### src/rtl/iiitb_pkg.sv
// Shared definitions for the fetch/data memory arbiter: default geometry,
// response-state encoding and a 16-bit saturating increment.
package iiitb_pkg;

    localparam int AW_DEFAULT         = 5;
    localparam int DW_DEFAULT         = 32;
    localparam int STARVE_MAX_DEFAULT = 3;

    typedef enum logic [1:0] {
        RSP_NONE = 2'd0,
        RSP_IF   = 2'd1,
        RSP_D    = 2'd2
    } rsp_state_t;

    function automatic logic [15:0] sat_inc16(input logic [15:0] value);
        return (value == 16'hFFFF) ? value : value + 16'd1;
    endfunction

endpackage

### src/rtl/iiitb_starve_cnt.sv
// Saturating count of consecutive fetch denials; at_max tells the arbiter
// that fetch must win the next conflict.
module iiitb_starve_cnt #(
    parameter int MAX = 3
) (
    input  logic clk,
    input  logic rst_n,
    input  logic inc,
    input  logic clr,
    output logic at_max
);

    localparam int CW = (MAX < 1) ? 1 : $clog2(MAX + 1);

    logic [CW-1:0] cnt_reg;
    logic [CW-1:0] cnt_next;

    always_comb begin
        cnt_next = cnt_reg;
        if (clr) begin
            cnt_next = '0;
        end else if (inc && (cnt_reg != CW'(MAX))) begin
            cnt_next = cnt_reg + 1'b1;
        end
    end

    always_ff @(posedge clk or negedge rst_n) begin
        if (!rst_n) begin
            cnt_reg <= '0;
        end else begin
            cnt_reg <= cnt_next;
        end
    end

    assign at_max = (cnt_reg == CW'(MAX));

endmodule

### src/rtl/iiitb_mem_arbiter.sv
// Fetch/data arbiter in front of a single-port synchronous memory. Data wins
// conflicts unless fetch has been denied STARVE_MAX cycles in a row.
module iiitb_mem_arbiter
    import iiitb_pkg::*;
#(
    parameter int AW         = AW_DEFAULT,
    parameter int DW         = DW_DEFAULT,
    parameter int STARVE_MAX = STARVE_MAX_DEFAULT
) (
    input  logic          clk,
    input  logic          RN,
    input  logic          if_req,
    input  logic [AW-1:0] if_addr,
    output logic          if_gnt,
    output logic          if_rvalid,
    output logic [DW-1:0] if_rdata,
    input  logic          if_flush,
    input  logic          d_req,
    input  logic          d_we,
    input  logic [AW-1:0] d_addr,
    input  logic [DW-1:0] d_wdata,
    output logic          d_gnt,
    output logic          d_rvalid,
    output logic [DW-1:0] d_rdata,
    output logic          m_en,
    output logic          m_we,
    output logic [AW-1:0] m_addr,
    output logic [DW-1:0] m_wdata,
    input  logic [DW-1:0] m_rdata,
    output logic [15:0]   conflict_cnt
);

    logic       starve_at_max;
    logic       both_req;
    logic       if_wins;

    rsp_state_t state_reg;
    rsp_state_t state_next;
    logic       d_store_reg;
    logic       flush_reg;
    logic [15:0] conflict_reg;

    assign both_req = if_req & d_req;
    assign if_wins  = if_req & (~d_req | starve_at_max);

    // Grants are gated by RN so nothing reaches the memory while in reset.
    assign if_gnt = RN & if_wins;
    assign d_gnt  = RN & d_req & ~if_wins;

    assign m_en    = if_gnt | d_gnt;
    assign m_we    = d_gnt & d_we;
    assign m_addr  = d_gnt ? d_addr : if_addr;
    assign m_wdata = d_gnt ? d_wdata : '0;

    iiitb_starve_cnt #(
        .MAX (STARVE_MAX)
    ) u_starve_cnt (
        .clk    (clk),
        .rst_n  (RN),
        .inc    (if_req & ~if_gnt),
        .clr    (if_gnt),
        .at_max (starve_at_max)
    );

    always_ff @(posedge clk or negedge RN) begin
        if (!RN) begin
            state_reg    <= RSP_NONE;
            d_store_reg  <= 1'b0;
            flush_reg    <= 1'b0;
            conflict_reg <= 16'h0000;
        end else begin
            state_reg    <= state_next;
            d_store_reg  <= d_gnt & d_we;
            flush_reg    <= if_gnt & if_flush;
            conflict_reg <= both_req ? sat_inc16(conflict_reg) : conflict_reg;
        end
    end

    // A flush seen in either the grant cycle or the response cycle kills the fetch response.
    always_comb begin
        state_next = RSP_NONE;
        if_rvalid  = 1'b0;
        if_rdata   = '0;
        d_rvalid   = 1'b0;
        d_rdata    = '0;

        if (if_gnt) begin
            state_next = RSP_IF;
        end else if (d_gnt) begin
            state_next = RSP_D;
        end

        case (state_reg)
            RSP_IF: begin
                if (!flush_reg && !if_flush) begin
                    if_rvalid = 1'b1;
                    if_rdata  = m_rdata;
                end
            end
            RSP_D: begin
                d_rvalid = 1'b1;
                d_rdata  = d_store_reg ? '0 : m_rdata;
            end
            default: begin
            end
        endcase
    end

    assign conflict_cnt = conflict_reg;

endmodule

### config.mk
export PLATFORM = sky130hd
export DESIGN_NAME = iiitb_mem_arbiter
export DESIGN_NICKNAME = d
export VERILOG_FILES = /design/src/rtl/iiitb_pkg.sv /design/src/rtl/iiitb_starve_cnt.sv /design/src/rtl/iiitb_mem_arbiter.sv
export SDC_FILE = /design/constraint.sdc
export NUM_CORES = 1
export LEC_CHECK = 0
export BUFFER_PORTS_ARGS = -buffer_cell sky130_fd_sc_hd__buf_2
export CAP_MARGIN = 20
export CORE_AREA = 10 10 87 89
export DETAILED_ROUTE_END_ITERATION = 12
export DIE_AREA = 0 0 97 99
export PLACE_DENSITY = 0.76
export SETUP_SLACK_MARGIN = 0.15
export SLEW_MARGIN = 30
export SYNTH_ARGS = -nofsm -noshare
export SYNTH_HDL_FRONTEND = slang
export SYNTH_SLANG_ARGS = --single-unit
### constraint.sdc
create_clock -name clk -period 1.7 [get_ports clk]
set_input_delay 0.085 -clock clk [delete_from_list [all_inputs] [get_ports clk]]
set_output_delay 0.085 -clock clk [all_outputs]
set_load 0.01 [all_outputs]
## After elaboration in Yosys (flattened, before gate mapping)

Cells that the tools add are included.

| operators by class | value |
|---|---|
| reduce and logical (&&, ||, !) cells | 6 |
| muxes and demuxes | 13 |
| bitwise operators | 14 |
| add/subtract/negate cells | 2 |
| eq/ne operators | 5 |

Operators by type and width:

| kind | number |
|---|---|
| $mux W32 | 5 |
| $add A16 B1 Y16 const B | 1 |
| $eq A16 B16 Y1 const B | 1 |
| $and A1 B1 Y1 | 8 |
| $mux W2 | 4 |
| $mux W5 | 1 |
| $eq A2 B2 Y1 const B | 2 |
| $not A1 Y1 | 4 |
| $mux W1 | 3 |
| $add A2 B1 Y2 const B | 1 |
| $eq A2 B1 Y1 const B | 1 |
| $logic_and A1 B1 Y1 | 2 |
| $logic_not A1 Y1 | 2 |
| $ne A2 B2 Y1 const B | 1 |
| $or A1 B1 Y1 | 2 |
| $reduce_and A2 Y1 | 1 |
| $reduce_bool A2 Y1 | 1 |

| word-level totals | value |
|---|---|
| input bits | 80 |
| flip-flop bits (word level) | 22 |

## Logic depth before layout (Yosys ltp)

| depth | value |
|---|---|
| word-level depth | 9 |
| gate-level depth with buffers | 6 |

## Modules after synthesis

From an unflattened synthesis, not the netlist that was laid out.

| unflattened totals | value |
|---|---|
| cell total of the unflattened synthesis | 210 |
| area total of the unflattened synthesis | 1804.2 sq um |

By module, submodules not included:

| module | times used | seq. area each (sq um) | area each (sq um) | cells an instance |
|---|---|---|---|---|
| iiitb_mem_arbiter | 1 | 500.5 | 1680.4 | 200 |
| iiitb_starve_cnt | 1 | 50.0 | 123.9 | 10 |

## Worst setup path after synthesis

OpenSTA, ideal clock, no wires.

| timing | value |
|---|---|
| kind | reg2reg |
| from | register conflict_reg[0], in the netlist conflict_cnt[0] |
| to | register conflict_reg[12], in the netlist conflict_cnt[12] |
| data arrival time | 1.598 ns |
| setup time | 0.125 ns |
| period minus slack after synthesis | 1.723 ns |
| buffers on the path | 1 |
| slack | -0.023 ns |
| required time | 1.575 ns |
| cell stages (with the launch flop) | 7 |
| cells stage by stage | dfrtp_1 ha_1 nand3_1 or2_0 clkbuf_1 nor3_1 mux2_2 |

| on the way | value |
|---|---|
| word-level cells in the longest chain between the ends | 3 |
| elaborated cells on any way between the ends | 4 |
| those cells by class | add/sub: 1; eq/ne: 1; bitwise: 1; reduce/logical: 1 |

Ends and longest elaborated chain:

| item | RTL line | RTL |
|---|---|---|
| start: declaration | iiitb_mem_arbiter.sv:41 | `logic [15:0] conflict_reg;` |
| start signal: assignment | iiitb_mem_arbiter.sv:75 | `conflict_reg <= both_req ? sat_inc16(conflict_reg) : conflict_reg;` |
| branches (longest 3 deep; another with $add A16 B1 Y16) | -- |  |

Several ways; the timed one is not identified.
A chain may end at the register's enable or synchronous reset.

## Worst setup path in the final report

| timing | value |
|---|---|
| from | register u_starve_cnt.cnt_reg[1] |
| to | output port m_addr[2] |

| on the way | value |
|---|---|
| word-level cells in the longest chain between the ends | 6 |

Ends and longest elaborated chain:

| item | RTL line | RTL |
|---|---|---|
| start: declaration | iiitb_starve_cnt.sv:15 | `logic [CW-1:0] cnt_reg;` |
| start signal: assignment | iiitb_starve_cnt.sv:31 | `cnt_reg <= cnt_next;` |
| $eq A2 B2 Y1 | iiitb_starve_cnt.sv:35 | `assign at_max = (cnt_reg == CW'(MAX));` |
| $or A1 B1 Y1 | iiitb_mem_arbiter.sv:44 | `assign if_wins = if_req & (~d_req \| starve_at_max);` |
| $and A1 B1 Y1 | iiitb_mem_arbiter.sv:44 |  |
| $not A1 Y1 | iiitb_mem_arbiter.sv:48 | `assign d_gnt = RN & d_req & ~if_wins;` |
| $and A1 B1 Y1 | iiitb_mem_arbiter.sv:48 |  |
| $mux W5 | iiitb_mem_arbiter.sv:52 | `assign m_addr = d_gnt ? d_addr : if_addr;` |
| end: declaration | iiitb_mem_arbiter.sv:27 | `output logic [AW-1:0] m_addr,` |

Every way passes these cells.

==> impl_results.rst <==
.. list-table::
   :header-rows: 1

   * - Metric
     - Value
   * - Required time at the worst-slack endpoint
     - approximately 1600 ps
   * - Net count of the finished layout
     - ~530
   * - Filler cells
     - roughly 390
   * - Critical path's largest stage delay
     - between 400 and 500 ps
   * - Max stage delay cell, worst path
     - sky130_fd_sc_hd__dfrtp_1
   * - Worst-margin pin slew
     - roughly 520 ps
   * - Status
     - finished, violations left
   * - Vias in the first global route
     - ~2.6k
   * - Delay-heaviest family, CP
     - flip-flops
   * - Multi-input logic area
     - about 1500 µm²
   * - Largest clock skew in the final design
     - approximately 2.9 ps
   * - Die Outline Area
     - about 9600 µm²
   * - Horizontal die dimension
     - ~97 µm
   * - Setup repair after global routing missed its margin
     - yes
   * - Hpwl dp
     - roughly 7000 µm
   * - Post-synth net total
     - between 200 and 300
   * - Setup-violating endpoint count in the final report
     - 23
   * - Die Ht
     - between 90 and 100 µm
   * - Flop-to-flop setup slack
     - around 40 ps
   * - First-pass GRT wire length
     - ~15000 µm
   * - Average wire per standard cell
     - 20.68 µm
   * - PwrDens
     - 607.6 nW/µm²
   * - Worst r2r src
     - conflict_cnt[1]$_DFFE_PN0P_
   * - Type of origin of the critical path
     - flip-flop
   * - Detailed router's first-iteration violation count
     - 125
   * - DRT antenna net count
     - 0
   * - Number of distinct library cells after synthesis
     - 32
   * - Violations in the final reports
     - setup timing
   * - CTS Buffer Depth
     - 2
   * - Area of the placeable core
     - 5851 µm²
   * - Signal arrival time at the worst endpoint
     - about 1700 ps
   * - Clock tree from TritonCTS
     - done
   * - Crit Path Class
     - reg2out
   * - Post-Place Cells
     - 488
   * - Worst min-delay path category
     - in2async
   * - Top cells by area in the synthesized netlist
     - sky130_fd_sc_hd__and2_1 35%, sky130_fd_sc_hd__dfrtp_1 31%, sky130_fd_sc_hd__xor2_1 6.5%
   * - Setup TNS Final
     - -487.5 ps
   * - Post-detailed-route DRC marker count
     - 0
   * - Synth Area per Inst
     - ~8.6 µm²
   * - Diodes inserted
     - 0
   * - Setup WS post-layout
     - -48.82 ps
   * - Count of vias placed by the detailed router
     - between 2k and 2.5k
   * - # H-tree levels
     - 1
   * - Area share of the largest cell type after synthesis
     - 34.78%
   * - Worst R2R Path Depth
     - 5
   * - RePlAce Congestion
     - just under 0.9
   * - Total clock sinks
     - 22
   * - Normalized max-slew margin
     - between 60 and 70%
   * - Largest area contributor in the synthesized netlist
     - sky130_fd_sc_hd__and2_1
   * - Largest register FFs
     - 16
   * - Achievable frequency
     - between 500 and 600 MHz
   * - Clock latency of the later-clocked register in the worst-skew pair
     - 270 ps
   * - End of the worst register-to-register path
     - conflict_cnt[15]$_DFFE_PN0P_
   * - Synth warnings
     - 0
   * - Cells after synthesis
     - between 200 and 250
   * - Detailed-route vias per instance
     - just under 5
   * - Period minus WS final
     - 1749 ps
   * - TritonCTS Buffers
     - 3
   * - Pin count of the biggest net entering global routing
     - 23
   * - Number of pins with negative max-slew slack in the final report
     - 0
   * - Leakage
     - about 0.0023 µW
   * - Final Routed Wirelength
     - roughly 11000 µm
   * - Number of placement rows
     - 28
   * - Area growth from synthesis to final layout
     - 135.8%
   * - Root buf cell
     - sky130_fd_sc_hd__clkbuf_8
   * - Sequence of cells on the critical path
     - ha_2 -> a21oi_4 -> buf_12 -> mux2_4 -> buf_6
   * - Final cycle utilization of the critical path
     - 102.9%
   * - Storage cell area
     - between 500 and 600 µm²
   * - I/O pins
     - ~200
   * - Initial DRT Pass Iterations
     - 4
   * - Share of layout cells above drive strength 1
     - about four fifths
   * - Syn Std Cell Area
     - approximately 1800 µm²
   * - Starting density of the core
     - 30.13%
   * - Clock transition at path regs
     - 80 ps
   * - Overall overflow remaining after global route
     - 0
   * - Peak supply drop
     - 962.8 µV
   * - Final hold violation count
     - 0
   * - Critical path capture point type
     - primary output
   * - Antenna violations before repair
     - 0
   * - Number of non-filler instances in the completed layout
     - about 520
   * - Crit-path max FO
     - 6
   * - Max_cap viols
     - 0
   * - Sum of buffers and inverters on the critical path
     - 2
   * - Total routing resource utilization after global routing
     - a little under a fifth
   * - Count of buffers from port buffering
     - 202
   * - Yosys reg bits
     - 22
   * - Fraction of the yosys area taken by sequential cells
     - a little under a third
## how the worst max path moves through the flow
stage                                        startpoint                            to  cells after the start
floorplan                   conflict_cnt[1]$_DFFE_PN0P_  conflict_cnt[12]$_DFFE_PN0P_                      6
global placement            conflict_cnt[0]$_DFFE_PN0P_  conflict_cnt[12]$_DFFE_PN0P_                      5
detailed placement          conflict_cnt[0]$_DFFE_PN0P_  conflict_cnt[12]$_DFFE_PN0P_                      5
CTS                 u_starve_cnt.cnt_reg[1]$_DFFE_PN0P_                     m_addr[2]                      5
global route        u_starve_cnt.cnt_reg[1]$_DFFE_PN0P_                    m_wdata[6]                      5
finish              u_starve_cnt.cnt_reg[1]$_DFFE_PN0P_                     m_addr[2]                      5
## cell families after synthesis
kind of cell	after synthesis	share of synthesized area, %
fa+ha+maj	2	1.419
xor+xnor	13	6.459
buf+inv	12	2.555
simple gates	140	50.25
flops	22	31.23
compound gates	8	2.768
mux	8	5.323
## where the power goes
part / internal, µW / total, µW / leakage (µW) / switching (µW)
sequential: 641 / 800 / 0.000281 / 159
clock: 207 / 393 / 0.0000288 / 186
combinational: 757 / 1330 / 0.00197 / 576
## Yosys cell counts
| cell | number |
|---|---|
| sky130_fd_sc_hd__and2_1 | 98 |
| sky130_fd_sc_hd__dfrtp_1 | 22 |
| sky130_fd_sc_hd__xor2_1 | 13 |
| sky130_fd_sc_hd__clkbuf_1 | 11 |
| sky130_fd_sc_hd__nor3_1 | 8 |
| sky130_fd_sc_hd__mux2_2 | 7 |
| sky130_fd_sc_hd__nand2_1 | 7 |
| sky130_fd_sc_hd__nand3_1 | 4 |
| sky130_fd_sc_hd__a21oi_1 | 3 |
| sky130_fd_sc_hd__nor2_1 | 3 |
| sky130_fd_sc_hd__a31oi_1 | 2 |
| sky130_fd_sc_hd__and4_1 | 2 |
| sky130_fd_sc_hd__ha_1 | 2 |
| sky130_fd_sc_hd__nand4_1 | 2 |
| sky130_fd_sc_hd__nand4_2 | 2 |
| sky130_fd_sc_hd__nor2b_1 | 2 |
| sky130_fd_sc_hd__nor4_1 | 2 |
| sky130_fd_sc_hd__a22o_1 | 1 |
| sky130_fd_sc_hd__and3_1 | 1 |
| sky130_fd_sc_hd__inv_1 | 1 |
| sky130_fd_sc_hd__mux2_4 | 1 |
| sky130_fd_sc_hd__nand2_2 | 1 |
| sky130_fd_sc_hd__nand2b_1 | 1 |
| sky130_fd_sc_hd__nor2_2 | 1 |
| sky130_fd_sc_hd__nor3b_1 | 1 |
| sky130_fd_sc_hd__nor4_4 | 1 |
| sky130_fd_sc_hd__nor4b_1 | 1 |
| sky130_fd_sc_hd__nor4b_2 | 1 |
| sky130_fd_sc_hd__o21a_1 | 1 |
| sky130_fd_sc_hd__o21ai_0 | 1 |
| sky130_fd_sc_hd__or2_0 | 1 |
| sky130_fd_sc_hd__or3b_4 | 1 |
## worst register-to-register path, delay by kind of cell (launching register included)
family                    cells  cell delay (ps)
and+or+nand+nor               3              880
xor gates and xnor gates      1              160
DFF                           1              420
buffers and inverters         1              120
## cells in the final DEF, fill, tap and decap left out, types with 3 or more instances in the layout
cell,count
sky130_fd_sc_hd__and2_4,67
sky130_fd_sc_hd__nor3_1,4
sky130_fd_sc_hd__and2_1,31
sky130_fd_sc_hd__clkbuf_8,4
sky130_fd_sc_hd__dfrtp_1,18
sky130_fd_sc_hd__buf_8,5
sky130_fd_sc_hd__nand2_1,7
sky130_fd_sc_hd__mux2_4,7
sky130_fd_sc_hd__nor3_4,3
sky130_fd_sc_hd__buf_2,131
sky130_fd_sc_hd__buf_4,26
sky130_fd_sc_hd__xor2_1,13
sky130_fd_sc_hd__dfrtp_2,4
sky130_fd_sc_hd__buf_6,78
sky130_fd_sc_hd__nand3_1,3
## layout make-up
| cell class | count | share of cell area, % |
|---|---|---|
| inverter | 1 | 0.09031 |
| timing repair buffer | 245 | 46.54 |
| tap | 75 | 2.258 |
| multi-input combinational | 171 | 36.42 |
| clock buffer | 4 | 1.325 |
| sequential | 22 | 13.37 |
## per-layer routing
layer / vias up / track usage (%) / part of all wire [%]
met5: - / 0 / 0
met3: 12 / 7.612 / 10
met4: 0 / 5.221 / 1.6
li1: 1145 / - / -
met2: 169 / 33.54 / 52
met1: 1161 / 18.92 / 36
## through the flow
stage	utilization (%)	instance area (µm²)	hold WS, ps	total power (µW)	setup slack (ps)
2_1_floorplan	-	1783	-210.6	1180	24.09
3_3_place_gp	51.18	2994	110.9	1610	61.83
3_5_place_dp	51.18	2994	119.1	1656	-19.82
4_1_cts	61.83	3617	59.57	2330	-39.56
5_1_grt	71.04	4156	85.61	2680	-129.7
6_report	71.04	4156	41.37	2525	-48.82
## repair_timing
| item | in CTS | in global routing |
|---|---|---|
| hold buffers | 1 | 0 |
| pin swaps | 32 | 54 |
| setup endpoints to repair | 112 | 116 |
| buffers inserted | 10 | 6 |
| gates cloned | 7 | 2 |
| resized for setup | 93 | 108 |
| hold endpoints to repair | 22 | 0 |
Note: power is estimated with default switching activity, not from simulation.
